`config.mk`:
```
export PLATFORM = sky130hd
export DESIGN_NAME = seq_memory
export DESIGN_NICKNAME = d
export VERILOG_FILES = /design/src/rtl/seq_memory.sv
export SDC_FILE = /design/constraint.sdc
export NUM_CORES = 1
export LEC_CHECK = 0
export BUFFER_PORTS_ARGS = -buffer_cell sky130_fd_sc_hd__buf_4
export CAP_MARGIN = 15
export CORE_MARGIN = 2
export CORE_UTILIZATION = 50
export CTS_CLUSTER_DIAMETER = 60
export DETAILED_ROUTE_END_ITERATION = 10
export HOLD_SLACK_MARGIN = 0.12
export PLACE_DENSITY = 0.69
export SLEW_MARGIN = 20
export SYNTH_ARGS = -nofsm -noshare
export SYNTH_HDL_FRONTEND = slang
export SYNTH_SLANG_ARGS = --single-unit
export TNS_END_PERCENT = 10
```
`constraint.sdc`:
```
create_clock -name clk -period 8.78 [get_ports clk]
set_input_delay 0.878 -clock clk [delete_from_list [all_inputs] [get_ports clk]]
set_output_delay 0.878 -clock clk [all_outputs]
set_load 0.01 [all_outputs]
```
`src/rtl/seq_memory.sv`:
```
// Genius sequence store: appends RNG colours, replays them as timed LED pulses
// and checks the player's presses. Optional macro GENIUS_SPEEDUP_EN halves pulse timing on long sequences.
module seq_memory #(
    parameter int unsigned DATA_W      = 2,
    parameter int unsigned MAX_LEN     = 32,
    parameter int unsigned ON_CYCLES   = 25_000_000,
    parameter int unsigned OFF_CYCLES  = 12_500_000,
    parameter int unsigned SPEEDUP_LEN = 8
) (
    input  logic                         clk,
    input  logic                         rst,
    input  logic [DATA_W-1:0]            rng_in,
    input  logic                         clear,
    input  logic                         append,
    input  logic                         play,
    input  logic                         user_valid,
    input  logic [DATA_W-1:0]            user_color,
    output logic                         play_valid,
    output logic [DATA_W-1:0]            play_color,
    output logic                         busy,
    output logic [$clog2(MAX_LEN+1)-1:0] len,
    output logic                         full,
    output logic                         check_ok,
    output logic                         check_err,
    output logic                         round_done
);

    localparam int unsigned LW   = $clog2(MAX_LEN + 1);
    localparam int unsigned PW   = (MAX_LEN > 1) ? $clog2(MAX_LEN) : 1;
    localparam int unsigned MAXC = (ON_CYCLES > OFF_CYCLES) ? ON_CYCLES : OFF_CYCLES;
    localparam int unsigned TW   = $clog2(MAXC + 1);

`ifdef GENIUS_SPEEDUP_EN
    localparam bit SPEEDUP_EN = 1'b1;
`else
    localparam bit SPEEDUP_EN = 1'b0;
`endif

    typedef enum logic [1:0] {IDLE, SHOW_ON, SHOW_OFF, WAIT_USER} state_t;

    state_t              state;
    logic [DATA_W-1:0]   mem [MAX_LEN];
    logic [PW-1:0]       ptr;
    logic [TW-1:0]       timer;
    logic [TW-1:0]       on_last;
    logic [TW-1:0]       off_last;
    logic                wr_en;
    logic                ptr_last;

    assign busy     = (state != IDLE);
    assign full     = (len == LW'(MAX_LEN));
    assign ptr_last = (LW'(ptr) == len - LW'(1));
    assign wr_en    = (state == IDLE) && !clear && append && !full;

    // Sequence RAM carries no reset; only indices below len are ever read.
    always_ff @(posedge clk) begin
        if (wr_en) begin
            mem[len[PW-1:0]] <= rng_in;
        end
    end

    always_ff @(posedge clk or posedge rst) begin
        if (rst) begin
            state      <= IDLE;
            len        <= '0;
            ptr        <= '0;
            timer      <= '0;
            on_last    <= TW'(ON_CYCLES - 1);
            off_last   <= TW'(OFF_CYCLES - 1);
            play_valid <= 1'b0;
            play_color <= '0;
            check_ok   <= 1'b0;
            check_err  <= 1'b0;
            round_done <= 1'b0;
        end else begin
            check_ok   <= 1'b0;
            check_err  <= 1'b0;
            round_done <= 1'b0;
            if (clear) begin
                state      <= IDLE;
                len        <= '0;
                ptr        <= '0;
                timer      <= '0;
                play_valid <= 1'b0;
                play_color <= '0;
            end else begin
                case (state)
                    IDLE: begin
                        if (append) begin
                            if (!full) len <= len + LW'(1);
                        end else if (play && len != '0) begin
                            ptr        <= '0;
                            timer      <= '0;
                            state      <= SHOW_ON;
                            play_valid <= 1'b1;
                            play_color <= mem[0];
                            // Pulse timing is latched once for the whole playback.
                            if (SPEEDUP_EN && 32'(len) >= SPEEDUP_LEN) begin
                                on_last  <= TW'((ON_CYCLES >> 1) - 1);
                                off_last <= TW'((OFF_CYCLES >> 1) - 1);
                            end else begin
                                on_last  <= TW'(ON_CYCLES - 1);
                                off_last <= TW'(OFF_CYCLES - 1);
                            end
                        end
                    end
                    SHOW_ON: begin
                        if (timer == on_last) begin
                            timer      <= '0;
                            state      <= SHOW_OFF;
                            play_valid <= 1'b0;
                            play_color <= '0;
                        end else begin
                            timer <= timer + TW'(1);
                        end
                    end
                    SHOW_OFF: begin
                        if (timer == off_last) begin
                            timer <= '0;
                            if (ptr_last) begin
                                ptr   <= '0;
                                state <= WAIT_USER;
                            end else begin
                                ptr        <= ptr + PW'(1);
                                state      <= SHOW_ON;
                                play_valid <= 1'b1;
                                play_color <= mem[ptr + PW'(1)];
                            end
                        end else begin
                            timer <= timer + TW'(1);
                        end
                    end
                    WAIT_USER: begin
                        if (user_valid) begin
                            if (user_color == mem[ptr]) begin
                                check_ok <= 1'b1;
                                if (ptr_last) begin
                                    round_done <= 1'b1;
                                    ptr        <= '0;
                                    state      <= IDLE;
                                end else begin
                                    ptr <= ptr + PW'(1);
                                end
                            end else begin
                                check_err <= 1'b1;
                                ptr       <= '0;
                                state     <= IDLE;
                            end
                        end
                    end
                    default: state <= IDLE;
                endcase
            end
        end
    end

endmodule
```
==> impl_metrics.json <==
{
  "via_per_inst": 6.103,
  "root_buffer": "clkbuf_16",
  "finalMaxSlewViolations": 0,
  "cts_buffer_depth": 2,
  "synth_area_leaders": "edfxtp_1, dfrtp_1, mux4_2, nor2_1, mux2i_1",
  "die_w_um": 112.0,
  "yosysTopAreaCell": "edfxtp_1",
  "cpPeakStageDelay_ps": 920,
  "final_nets": 542,
  "worst-path-max-fanout": 31,
  "fillers": 955,
  "worstSetupPathType": "flop to flop",
  "grt.overflow.total": 0,
  "post_cts_buffers": 0,
  "grt_setup_unrepaired": "no",
  "place_area_mm2": 0.006088,
  "grt_pass1_vias": 4068,
  "power_density_mw_per_mm2": 192.7,
  "timing.final.crit_share_pct": 36.90,
  "syn-num-nets": 529,
  "wl_per_cell_um": 19.30,
  "start_util_pct": 51.06,
  "tightestPinTransition_ps": 953.4,
  "fin_area_mm2": 0.006396,
  "critPathSlowestCell": "ha_1",
  "grt_max_degree": 45,
  "syn_avg_cell_area_um2": 11.45,
  "synth.most_common_cell": "nor2_1",
  "cts_resized": 0,
  "cp.arrival_ps": 3490,
  "yosysTopAreaCellShare_pct": 32.96,
  "synth-seq-cells": 108,
  "status": "complete, no violations",
  "dp_hpwl_um": 8998,
  "skew_ps": 13.92,
  "fin_total_pwr_mw": 1.233,
  "drt_first_pass_iters": 5,
  "crit_top_cell": "mux4_2",
  "cts_tree": "built",
  "clk_pin_slew_ps": 70,
  "io_buffer_count": 23,
  "die_y_um": 112.0,
  "crit_path_end_kind": "flop",
  "synth_top_family_by_area": "simple AND/OR/NAND/NOR gates",
  "fmax_mhz": 308.6,
  "crit_buf_inv": 1,
  "synth_xor_area_share_pct": 3.605,
  "ys_seq_area_share_pct": 51.85,
  "cts-buffers-inserted": 9,
  "clkLatencyLatePin_ps": 360,
  "syn-cell-area_mm2": 0.005831,
  "synth-async-reset-ratio_pct": 40.74,
  "htreeDepth": 3,
  "coreArea_mm2": 0.01142,
  "die_area_mm2": 0.01254,
  "synth_enable_flop_cells": 64,
  "setup_ws_ps": 5540,
  "ioPinCount": 24,
  "area_growth_pct": 9.699,
  "cp-start-kind": "flop",
  "yosys.area_share.simple_pct": 16.29,
  "synth_commonest_cells": "nor2_1, edfxtp_1, nand2_1, dfrtp_1, o21ai_0",
  "holdBufCountCts": 0,
  "ys.flop_type": "edfxtp_1",
  "slew_headroom_pct": 35.85,
  "timing_hold_violations_final": 0,
  "routabilityCongestion": 0.9037,
  "drv_cap": 0,
  "synth_fa_ha_area_share_pct": 2.146,
  "track_usage_pct": 21.62,
  "ys.warnings.count": 0,
  "dp_worst_setup_slack_ps": 5519,
  "synth_cells": 509,
  "setup_violations": 0,
  "crit_family": "multiplexers",
  "cts_sinks": 108,
  "dp_cells": 654,
  "antenna_found_initial": 0,
  "drive_gt1_share_pct": 15.18,
  "final_cells": 670,
  "finalCriticalPeriod_ps": 3240,
  "wirelength_um": 12930,
  "ys_types": 52,
  "hold_path_class": "flop to flop",
  "row_count": 39,
  "finalSetupTns_ps": 0,
  "detail-route-antenna-nets": 0,
  "ir_drop_mv": 0.1537,
  "p_leak_nw": 2.258,
  "crit_required_ps": 9030,
  "path_cells": "buf_4 -> ha_1 -> mux4_2 -> mux4_2 -> mux2i_1 -> o22ai_1 -> a22o_1",
  "first_iter_violations": 423,
  "synth_compound_area_share_pct": 8.712,
  "num_vias": 4089,
  "antenna_cells": 0,
  "drc": 0,
  "grt_pass1_wl_um": 21250,
  "muxShareOfSynthArea_pct": 14.16
}
==> placed cells by master (no fill, tap or decap), types with 2 or more instances in the layout <==
| master | count |
|---|---|
| nand3_1 | 21 |
| nand2b_1 | 3 |
| or2_2 | 3 |
| mux2i_1 | 24 |
| or3b_2 | 2 |
| nor4_1 | 3 |
| buf_4 | 26 |
| nand4_1 | 10 |
| and3_1 | 10 |
| o31ai_1 | 9 |
| inv_1 | 17 |
| or3_1 | 5 |
| o2111ai_1 | 4 |
| edfxtp_1 | 64 |
| mux4_2 | 26 |
| nand2_1 | 48 |
| a22o_1 | 2 |
| nor2b_1 | 6 |
| xor2_1 | 12 |
| o22ai_1 | 3 |
| a22oi_1 | 2 |
| xnor2_1 | 12 |
| ha_1 | 10 |
| dfrtp_1 | 44 |
| clkbuf_16 | 9 |
| nor4b_1 | 2 |
| a31oi_1 | 4 |
| nor2_1 | 69 |
| and2_1 | 2 |
| nor3_1 | 9 |
| a21oi_1 | 7 |
| o211ai_1 | 3 |
| o21ai_0 | 31 |
| nand3b_1 | 2 |
==> path summary, 6_finish.rpt <==
kind | from | to | slack (ps) | depth (start not counted)
setup / recovery | ptr[1] | play_color[1] | 5540 | 7
hold / removal | play_valid | play_valid | 510 | 2
setup reg to reg | ptr[1] | play_color[1] | 5540 | 7
hold reg to reg | play_valid | play_valid | 510 | 2
max in group asynchronous | rst | timer[6] | 7480 | 2
min in group asynchronous | rst | len[2] | 720 | 2
==> metal layers <==
| metal | share of wire [%] | global-route usage (%) | vias up |
|---|---|---|---|
| li1 | - | - | 1918 |
| met1 | 45 | 29.53 | 2052 |
| met2 | 49 | 35.07 | 105 |
| met3 | 4.3 | 4.464 | 14 |
| met4 | 1.8 | 7.073 | 0 |
| met5 | 0 | 0 | - |
==> flip-flops by register name, summed over array words and instances (netlist names) <==
signal / cells
play_valid: 1
round_done: 1
timer: 25
check_err: 1
play_color: 2
ptr: 5
check_ok: 1
state: 2
len: 6
mem: 64
==> through the flow <==
| step | hold slack [ps] | utilization [%] |
|---|---|---|
| floorplan | 465.2 | - |
| global placement | 463.5 | 53.32 |
| detailed placement | 491.8 | 53.32 |
| CTS | 511.5 | 56.02 |
| global route | 546.6 | 56.02 |
| finish | 506.9 | 56.02 |
==> area by class of cell <==
cell class	count	area (um^2)	area share [%]
flip-flops and latches	108	3023	47.26
clock inverters	5	65.06	1.017
clock buffers	11	242.7	3.795
well taps	143	178.9	2.797
inverters	18	67.56	1.056
repair buffers	26	195.2	3.052
multi-input cells	359	2624	41.02
==> where the power goes <==
| group | internal [mW] | switching, mW | total (mW) |
|---|---|---|---|
| registers | 0.553 | 0.0192 | 0.572 |
| logic | 0.0989 | 0.142 | 0.241 |
| clock network | 0.233 | 0.186 | 0.419 |
==> worst register-to-register path: stages, from the launching register on <==
cell,delay [ps]
dfrtp_1,370
buf_4,270
ha_1,920
mux4_2,600
mux4_2,520
mux2i_1,160
o22ai_1,90
a22o_1,210
==> cells by family (layout without fill, tap and decap cells) <==
logic type	after synthesis	in the layout
and+or+nand+nor	200	200
DFF	108	108
AOI/OAI and AO/OA	75	75
muxes	50	50
buffers and inverters	42	60
xor gates and xnor gates	24	24
adders and majority gates	10	10
Note: power is estimated with default switching activity, not from simulation.
